**src/rtl/imem_loader.sv**
```systemverilog
// imem_loader: streams program bytes into instruction memory as 32-bit words.
// Bytes arrive little-endian; every fourth accepted byte triggers a one-cycle
// write. The processor is held while a load is in progress, and a running
// XOR of the written words is kept for integrity checking by software.
module imem_loader #(
  parameter int AW    = 6,
  parameter int DEPTH = 64
) (
  input  logic          clk,
  input  logic          reset_n,
  input  logic          start,
  input  logic [AW:0]   word_count,
  input  logic          byte_valid,
  input  logic [7:0]    byte_data,
  output logic          byte_ready,
  output logic          we,
  output logic [AW-1:0] wa,
  output logic [31:0]   wd,
  output logic          cpu_hold,
  output logic          done,
  output logic [31:0]   checksum
);

  typedef enum logic [1:0] {
    IDLE  = 2'd0,
    RECV  = 2'd1,
    WRITE = 2'd2,
    DONE  = 2'd3
  } state_t;

  localparam logic [AW:0] DEPTH_W = DEPTH[AW:0];

  state_t        state_r;
  state_t        state_next_s;
  logic [1:0]    byte_idx_r;
  logic [AW-1:0] addr_r;
  logic [AW:0]   count_r;
  logic [31:0]   word_r;
  logic [31:0]   checksum_r;
  logic [AW-1:0] wa_r;
  logic [31:0]   wd_r;
  logic          we_r;
  logic          byte_ready_r;
  logic          cpu_hold_r;
  logic          done_r;

  logic          accept_s;
  logic          last_word_s;
  logic [31:0]   assembled_s;

  // Place one byte into its little-endian lane of a partially built word.
  function automatic logic [31:0] insert_byte(input logic [31:0] word,
                                              input logic [1:0]  idx,
                                              input logic [7:0]  data);
    logic [31:0] res;
    res = word;
    case (idx)
      2'd0:    res[7:0]   = data;
      2'd1:    res[15:8]  = data;
      2'd2:    res[23:16] = data;
      2'd3:    res[31:24] = data;
      default: res        = word;
    endcase
    return res;
  endfunction

  // Fold one written word into the running XOR checksum.
  function automatic logic [31:0] fold_checksum(input logic [31:0] acc,
                                                input logic [31:0] word);
    return acc ^ word;
  endfunction

  // byte_ready_r mirrors "state is RECV", so a handshake is just ready & valid.
  assign accept_s    = byte_ready_r & byte_valid;
  // Words written so far equals addr+1 while in WRITE; compare at count width.
  assign last_word_s = (({1'b0, addr_r} + {{AW{1'b0}}, 1'b1}) == count_r);
  assign assembled_s = insert_byte(word_r, byte_idx_r, byte_data);

  // Next-state decode for the load sequencer.
  always_comb begin
    state_next_s = state_r;
    case (state_r)
      IDLE: begin
        if (start) begin
          if (word_count != {(AW+1){1'b0}}) begin
            state_next_s = RECV;
          end else begin
            state_next_s = DONE;
          end
        end else begin
          state_next_s = IDLE;
        end
      end
      RECV: begin
        if (accept_s && (byte_idx_r == 2'd3)) begin
          state_next_s = WRITE;
        end else begin
          state_next_s = RECV;
        end
      end
      WRITE: begin
        if (last_word_s) begin
          state_next_s = DONE;
        end else begin
          state_next_s = RECV;
        end
      end
      DONE:    state_next_s = IDLE;
      default: state_next_s = IDLE;
    endcase
  end

  // State register plus output flags registered from the next state.
  always_ff @(posedge clk or negedge reset_n) begin
    if (!reset_n) begin
      state_r      <= IDLE;
      byte_ready_r <= 1'b0;
      we_r         <= 1'b0;
      cpu_hold_r   <= 1'b0;
      done_r       <= 1'b0;
    end else begin
      state_r      <= state_next_s;
      byte_ready_r <= (state_next_s == RECV);
      we_r         <= (state_next_s == WRITE);
      cpu_hold_r   <= (state_next_s != IDLE);
      done_r       <= (state_next_s == DONE);
    end
  end

  // Datapath: byte assembly, address/count bookkeeping, write port, checksum.
  always_ff @(posedge clk or negedge reset_n) begin
    if (!reset_n) begin
      byte_idx_r <= 2'd0;
      addr_r     <= {AW{1'b0}};
      count_r    <= {(AW+1){1'b0}};
      word_r     <= 32'd0;
      checksum_r <= 32'd0;
      wa_r       <= {AW{1'b0}};
      wd_r       <= 32'd0;
    end else begin
      case (state_r)
        IDLE: begin
          if (start) begin
            checksum_r <= 32'd0;
            if (word_count != {(AW+1){1'b0}}) begin
              byte_idx_r <= 2'd0;
              addr_r     <= {AW{1'b0}};
              if (word_count > DEPTH_W) begin
                count_r <= DEPTH_W;
              end else begin
                count_r <= word_count;
              end
            end
          end
        end
        RECV: begin
          if (accept_s) begin
            word_r     <= assembled_s;
            byte_idx_r <= byte_idx_r + 2'd1;
            if (byte_idx_r == 2'd3) begin
              // Present the completed word on the write port for WRITE.
              wa_r <= addr_r;
              wd_r <= assembled_s;
            end
          end
        end
        WRITE: begin
          checksum_r <= fold_checksum(checksum_r, wd_r);
          // Address advances only when another word follows, so it never wraps.
          if (!last_word_s) begin
            addr_r <= addr_r + {{(AW-1){1'b0}}, 1'b1};
          end
        end
        DONE: begin
          byte_idx_r <= 2'd0;
        end
        default: begin
          byte_idx_r <= 2'd0;
        end
      endcase
    end
  end

  assign byte_ready = byte_ready_r;
  assign we         = we_r;
  assign wa         = wa_r;
  assign wd         = wd_r;
  assign cpu_hold   = cpu_hold_r;
  assign done       = done_r;
  assign checksum   = checksum_r;

endmodule

```
**config.mk**
```make
export PLATFORM = sky130hd
export DESIGN_NAME = imem_loader
export DESIGN_NICKNAME = d
export VERILOG_FILES = /design/src/rtl/imem_loader.sv
export SDC_FILE = /design/constraint.sdc
export NUM_CORES = 1
export LEC_CHECK = 0
export ABC_AREA = 0
export CAP_MARGIN = 25
export CORE_ASPECT_RATIO = 0.5
export CORE_MARGIN = 2
export CORE_UTILIZATION = 50
export DETAILED_ROUTE_END_ITERATION = 10
export GPL_TIMING_DRIVEN = 0
export HOLD_SLACK_MARGIN = 0.1
export PLACE_DENSITY = 0.76
export SYNTH_ARGS = -nofsm -noshare
export SYNTH_HDL_FRONTEND = slang
export SYNTH_SLANG_ARGS = --single-unit
```
**constraint.sdc**
```tcl
create_clock -name clk -period 5.5 [get_ports clk]
set_input_delay 1.375 -clock clk [delete_from_list [all_inputs] [get_ports clk]]
set_output_delay 1.375 -clock clk [all_outputs]
set_load 0.02 [all_outputs]
```
=== After elaboration in Yosys (flattened, before gate mapping) ===
Index checks and enable logic that the tools add are counted.

* Bits in registers: 123
* Latch bits: 0
* Memory bits (writable): 0
* Bits in read-only memories: 0
* Output and inout port bits: 74
* Memories kept: 0

* $add $sub $neg: 3
* Multiply operators: 0
* Div/mod/pow operators: 0
* Order comparisons: 1
* Eq/ne operators: 14
* Shift operators: 0
* Muxes and demuxes: 20
* Bitwise operators: 2
* Reduce and logical (&&, ||, !) cells: 13

{| class="wikitable"
|+ Operators by type and width
! kind !! number
|-
| $pmux 32 s2 || 1
|-
| $mux 32 || 1
|-
| $mux 8 || 4
|-
| $xor 32x32->32 || 1
|-
| $mux 6 || 3
|-
| $mux 2 || 7
|-
| $eq 2x2->1 const B || 6
|-
| $pmux 6 s2 || 1
|-
| $ne 2x2->1 const B || 4
|-
| $pmux 2 s4 || 1
|-
| $reduce_and 4->1 || 2
|-
| $add 6x1->7 const B || 1
|-
| $eq 7x7->1 || 1
|-
| $gt 7x7->1 const B || 1
|-
| $mux 7 || 1
|-
| $reduce_bool 7->1 || 1
|-
| $add 6x1->6 const B || 1
|-
| $eq 2x1->1 const B || 3
|-
| $pmux 2 s3 || 1
|-
| $reduce_and 3->1 || 2
|-
| $logic_not 2->1 || 2
|-
| $reduce_and 2->1 || 2
|-
| $reduce_bool 2->1 || 2
|-
| $reduce_bool 3->1 || 1
|-
| other kinds (3) || 3
|}

=== Logic depth before layout (Yosys ltp) ===
* Depth after elaboration: 5
* Gate-level depth with buffers: 8

=== Worst setup path after synthesis ===
OpenSTA, ideal clock, no wires.

* Kind: input -> register
* From: input word_count[0]
* To: register addr_r[2]
* Arrival time: 2.833 ns
* Data required time: 5.431 ns
* Path slack: 2.598 ns
* Stages on the path: 5
* Path buffers: 0
* Path through: or4_4 o41ai_4 nand2_1 or4_1 nand3_1

* Cells in the longest elaborated chain, start to end: 3

{| class="wikitable"
|+ RTL lines
! element !! RTL line !! RTL
|-
| start, declared || 12 || <nowiki>input logic [AW:0] word_count,</nowiki>
|-
| $reduce_bool 7->1 || 145 || <nowiki>if (word_count != {(AW+1){1'b0}}) begin</nowiki>
|-
| $ne 2x2->1 (no source line) || - ||
|-
| $reduce_and 4->1 (no source line) || - ||
|-
| end signal, assigned || 134 || <nowiki>addr_r <= {AW{1'b0}};</nowiki>
|-
| end signal, assigned || 147 || <nowiki>addr_r <= {AW{1'b0}};</nowiki>
|-
| end signal, assigned || 171 || <nowiki>addr_r <= addr_r + {{(AW-1){1'b0}}, 1'b1};</nowiki>
|-
| end, declared || 36 || <nowiki>logic [AW-1:0] addr_r;</nowiki>
|}

Every way passes these cells.
A chain may end at the register's enable or synchronous reset.

=== Worst setup path in the final report ===
* From: input word_count[0]
* To: register byte_idx_r[1]

* Cells in the longest elaborated chain, start to end: 3

{| class="wikitable"
|+ RTL lines
! element !! RTL line !! RTL
|-
| $reduce_bool 7->1 || 145 ||
|-
| $ne 2x2->1 (no source line) || - ||
|-
| $reduce_and 4->1 (no source line) || - ||
|-
| end signal, assigned || 159 || <nowiki>byte_idx_r <= byte_idx_r + 2'd1;</nowiki>
|-
| end, declared || 35 || <nowiki>logic [1:0] byte_idx_r;</nowiki>
|}

Every way passes these cells.

==> impl_results.md <==
- GR Overflow Total: 0
- Sw frac: around 35%
- Setup Buffers After CTS: 0
- Post-synth top area share: 55.3%
- Post-Route WL: 12300 um
- Status: completed
- Initial antenna violation count: 0
- Number of cell rows: 26
- Syn avg cell area: between 9 and 10 sq um
- WS Path Type: input port to flip-flop
- Initial Utilization: between 50% and 60%
- Area Growth Syn to Fin: 32.0%
- Total vias in the final route: between 4000 and 5000
- Internal: between 2 and 2.5 mW
- CP max stage cell: or4_4
- Critical Path Source Type: input port
- Ys async rst share: 100%
- Synthesized area: between 5000 and 6000 sq um
- Multi-input gate area: approximately 2200 sq um
- Clock network fraction of total power: about 27%
- Die Y: roughly 76 um
- Area leader, netlist: dfrtp_1
- ANT nets after route: 0
- # nets final: 661
- WP data arrival: approximately 3500 ps
- DP HPWL: roughly 8200 um
- Layout cells sized above 1: under 10%
- # H-tree levels: 4
- Starting DRC count in detailed routing: around 250
- CTS Buf Count: 17
- Die area: roughly 11000 sq um
- Number of synthesized flops with an enable pin: 0
- Most common cell in the netlist: nand2_1
- Net Count, Synth: 550
- Power Total: approximately 3.8 mW
- Final setup fails: 0
- Sink Count: roughly 120
- Cell variety after synth: 42
- Worst path bufs/invs: 1
- Fill cells: 790
- Final worst-path cycle share: between 50% and 60%
- Placed cell count: 758
- Final instance area: between 6000 and 7000 sq um
- Combinational power share: 35.8%
- Core ar.: slightly above 10000 sq um
- Synth warnings: 0
- Clock transition at path regs: 50 ps
- Ant diodes: 0
- VDD IR max: 315 uV
- Worst setup EP type: flip-flop
- Reg area: 2880 sq um
- FMAX: roughly 310 MHz
- PD cells: about 550 nW/um^2
- Post_cts resized: 0
- Cell Area, Placed: 6320 sq um
- Vias in the first global route: ~4300
- Final setup TNS: 0 ps
- Largest net degree at the start of global routing: between 100 and 150
- Worst Skew: between 7 and 8 ps
- NetSw: 1.34 mW
- Crit Path Max Fanout: 10
- Width of the chip: 148 um
- Min Tclk post-route: around 3200 ps
- Slew margin rel.: between 40% and 50%
- Top Ports: 93
- Hold_buf cts: 0
- Worst-Margin Slew: roughly 830 ps
- Final Core Density: 67.7%
- DRC: 0
- Hold WC Path Type: flip-flop to flip-flop
- Top post-synthesis cells by count: nand2_1, dfrtp_1, o21ai_0, nor2_1, mux2i_1
- Part of the power in registers: a little under two fifths
- RSZ-0062 raised after global routing: no
- Area contributors post-synth: dfrtp_1, nand2_1, o21ai_0
- Final hold viol count: 0
- #FFs+latches synth: around 120
- DRT Pass-1 Iters: 5
- CP Data Required Time: 5840 ps
- Port bufs: between 90 and 100
- Wirelength per Cell: 15.6 um
- Fin cells: around 800
- CTS tree: done
- Via/cell ratio: between 5 and 6
- GP Congestion: around 0.81
- Leak Pwr: roughly 3.1 nW
- Top_reg_cell synth: dfrtp_1
- Fin. max-slew vios: 0
- Gate count of the mapped netlist: between 500 and 600
- Crit-path max cell delay: 570 ps
- CTS max path bufs: 2
- First-pass GRT wire length: 21000 um
- CP delay by family, top: compound AO/OA/AOI/OAI gates
- Worst-skew pair later-pin latency: between 400 and 500 ps
- Number of max-cap violations: 0
- Worst-path cell chain: clkdlybuf4s50_1, or4_4, o41ai_4, a21boi_0, a22oi_1, o2bb2ai_1
- CTS Root Cell: clkbuf_16
- Global Route Usage Sum: about a quarter
- Register area share after synthesis: roughly 55%
[worst register-to-register path, cell delays in order, from the launching register on]
cell,delay [ps]
dfrtp_1,440
ha_1,310
and4_1,210
a211oi_1,250
o211ai_1,320
o31ai_1,470
mux2i_1,240
[cells by family (layout without fill, tap and decap cells)]
group | Yosys count | count (layout) | synth area share, %
AOI/OAI and AO/OA | 115 | 115 | 12.6
xor gates and xnor gates | 8 | 8 | 1.35
adders and majority gates | 5 | 5 | 1.20
buffers and inverters | 35 | 155 | 2.74
DFF | 115 | 115 | 55.3
muxes | 52 | 52 | 10.6
and+or+nand+nor | 196 | 196 | 16.3
[area by class of cell]
cell class	count	area share, %
clock buffer	23	7.25
clock inverter	5	0.765
inverter	5	0.273
timing repair buffer	92	13.7
tap	140	2.55
multi-input combinational	376	31.8
sequential	115	41.9
buffer	30	1.80
[path summary, 6_finish.rpt]
| path | startpoint | endpoint | slack, ps | cells after the start |
|---|---|---|---|---|
| max | word_count[0] | byte_idx_r[1]$_DFFE_PN0P_ | 2320 | 6 |
| min in group asynchronous | reset_n | count_r[5]$_DFFE_PN0P_ | 780 | 1 |
| max reg2reg | addr_r[0]$_DFFE_PN0P_ | addr_r[1]$_DFFE_PN0P_ | 3190 | 6 |
| min | wa[1]$_DFFE_PN0P_ | wa[1]$_DFFE_PN0P_ | 470 | 2 |
| min reg2reg | wa[1]$_DFFE_PN0P_ | wa[1]$_DFFE_PN0P_ | 470 | 2 |
| max in group asynchronous | reset_n | word_r[16]$_DFFE_PN0P_ | 3990 | 2 |
[layout by cell type, fill, tap and decap left out, types with 6 or more instances in the layout]
cell type	n
nor3_1	6
clkbuf_16	17
mux2i_1	28
dfrtp_1	115
nor2_1	35
clkdlybuf4s50_1	90
nand2_1	123
o21ai_0	92
mux2_2	24
clkbuf_1	22
[power by group through the flow]
| stage | logic, mW | registers, mW | clock network (mW) |
|---|---|---|---|
| finish | 1.35 | 1.40 | 1.03 |
| global route | 1.48 | 1.44 | 1.09 |
| CTS | 1.37 | 1.39 | 1.04 |
| detailed placement | 1.35 | 1.40 | 0 |
| global placement | 1.31 | 1.39 | 0 |
| floorplan | 0.618 | 1.56 | 0 |
[sequential cells by signal, summed over array words and instances (netlist names)]
signal / flops
addr_r: 6
byte_idx_r: 2
byte_ready: 1
checksum: 32
count_r: 7
cpu_hold: 1
done: 1
state_r: 2
wa: 6
wd: 32
we: 1
word_r: 24
[metrics by stage]
stage	worst slack, ps	hold WS, ps
3_3_place_gp	-1380	462
6_report	2320	473
4_1_cts	2310	475
5_1_grt	2170	503
3_5_place_dp	1910	462
2_1_floorplan	2600	458
[routing by layer]
layer	global-route usage, %	vias to the layer above	share of wire [%]
met1	29.8	2119	44
met2	39.8	108	50
met5	0	-	0
li1	-	2026	-
met4	8.38	0	1.6
met3	5.45	18	4.6
No activity file was read; power rests on OpenSTA's default activity.
==> variant, RTL diff (config.mk and constraints unchanged) <==
Re-encode `state_t` (4 states) as Gray code, 2 bits wide.
--- a/src/rtl/imem_loader.sv
+++ b/src/rtl/imem_loader.sv
@@ -22,10 +22,10 @@
 );
 
   typedef enum logic [1:0] {
-    IDLE  = 2'd0,
-    RECV  = 2'd1,
-    WRITE = 2'd2,
-    DONE  = 2'd3
+    IDLE  = 2'b00,
+    RECV  = 2'b01,
+    WRITE = 2'b11,
+    DONE  = 2'b10
   } state_t;
 
   localparam logic [AW:0] DEPTH_W = DEPTH[AW:0];
Behaviour: no difference found for any inputs over 4 cycles, from zero or initial values and one cycle with reset_n low; so few cycles prove little.
==> variant against the original RTL <==
Clock skew is essentially flat. Cell area shrank 0.66%. Utilization grew 0.21 points. Total power grew 11%. Global-route usage shrank 0.34 points. Via count shrank 8.5%. Routed wire length shrank 0.66%. Sequential power grew 3%. Sequential cell count is the same. Setup slack gained 0.047 ns. Count of clock-buffer cells in the layout shrank 4. Area after synthesis shrank 1.9%. Critical path type unchanged. Largest power group is now combinational logic.
==> variant: results (changes against the original RTL) <==
Outcome
  – Run status: completed

Synthesis
  – Synth Instances: 486 (-7.6%)
  – Top area cells in the synthesized netlist: dfrtp_1 (56%), nand2_1 (9.6%), mux2_2 (5.3%)
  – Post-synth top area share: 56.4% (+1.1 points)
  – Top cells by instance count after synthesis: nand2_1 (131), dfrtp_1 (115), o21ai_0 (35)
  – Seq/Total Area, Yosys: 56.4% (+1.1 points)
  – Post-Syn Area: 5100 um2 (-1.9%)
  – Post-Syn Nets: 510 (-7.3%)

Layout
  – Nets: 622 (-5.9%)
  – NonClk Buf Share: 15.6% (+0.12 points)
  – Nonclk inv count: 4 (-1)
  – Multi-input combinational area share: 30.7% (-1.0 points)
  – Clk_buf instances: 19 (-17%)
  – Clock-cell share: 8.69% (+0.68 points)
  – Final core area utilization: 67.9% (+0.21 points)
  – Bufs w/o clock: 119 (-2.5%)

Worst setup path
  – Max stage delay on crit path: 0.79 ns (+0.22 ns)
  – Critical Path Slowest Stage Cell: nor3b_2
  – Crit path DAT: 3.40 ns (-0.11 ns)

GRT
  – Gr usage total: 23.1% (-0.34 points)
  – First-pass GRT wire length: 19400 um (-7.4%)

Placement
  – DP HPWL: 8030 um (-2.1%)
  – GP Congestion: 0.820 (+1.3%)
  – PortBufs: 92 (+1.1%)
  – Placed Area: 6230 um2 (-1.4%)

Detailed routing
  – DR vias/cell: 5.21 (-4.2%)
  – Initial drt markers: 202 (-18%)

STA
  – Fin Clk Skew: 0.00739 ns (-0.000149 ns)
  – Worst-Margin Slew: 0.958 ns (+0.127 ns)

Power and ir drop
  – Clock power share: 26.6% (-0.7 points)
  – Pleak: 0.00305 uW (-0.64%)
  – Combinational power: 1630 uW (+21%)
  – Switching Share: 36.2% (+0.83 points)
  – Worst VDD drop: 0.000247 V (-22%)
-- variant: final timing paths --
path / from / to / slack, ns
max in group asynchronous: reset_n / checksum[5] / 3.97
worst max register to register: addr_r[0] / addr_r[0] / 3.18
worst max-delay path: start / addr_r[0] / 2.37
worst min-delay path: wa[1] / wa[1] / 0.47
worst min register to register: wa[1] / wa[1] / 0.47
min in group asynchronous: reset_n / checksum[13] / 0.83
-- variant: kinds of logic (layout without fill, tap and decap cells) --
kind of cell / count (synthesis) / after routing / share of synthesized area (%)
adders and majority gates: 5 / 5 / 1.23
AOI/OAI and AO/OA: 61 / 61 / 7.55
xor gates and xnor gates: 34 / 34 / 5.83
DFF: 115 / 115 / 56.4
muxes: 50 / 50 / 10.4
and+or+nand+nor: 191 / 191 / 16.1
buffers and inverters: 30 / 155 / 2.55
-- variant: layer usage --
metal,global-route usage (%),part of all wire [%]
met5,0,0
met4,9.62,1.5
met3,5.93,4.2
met1,30.1,45
met2,38.3,49
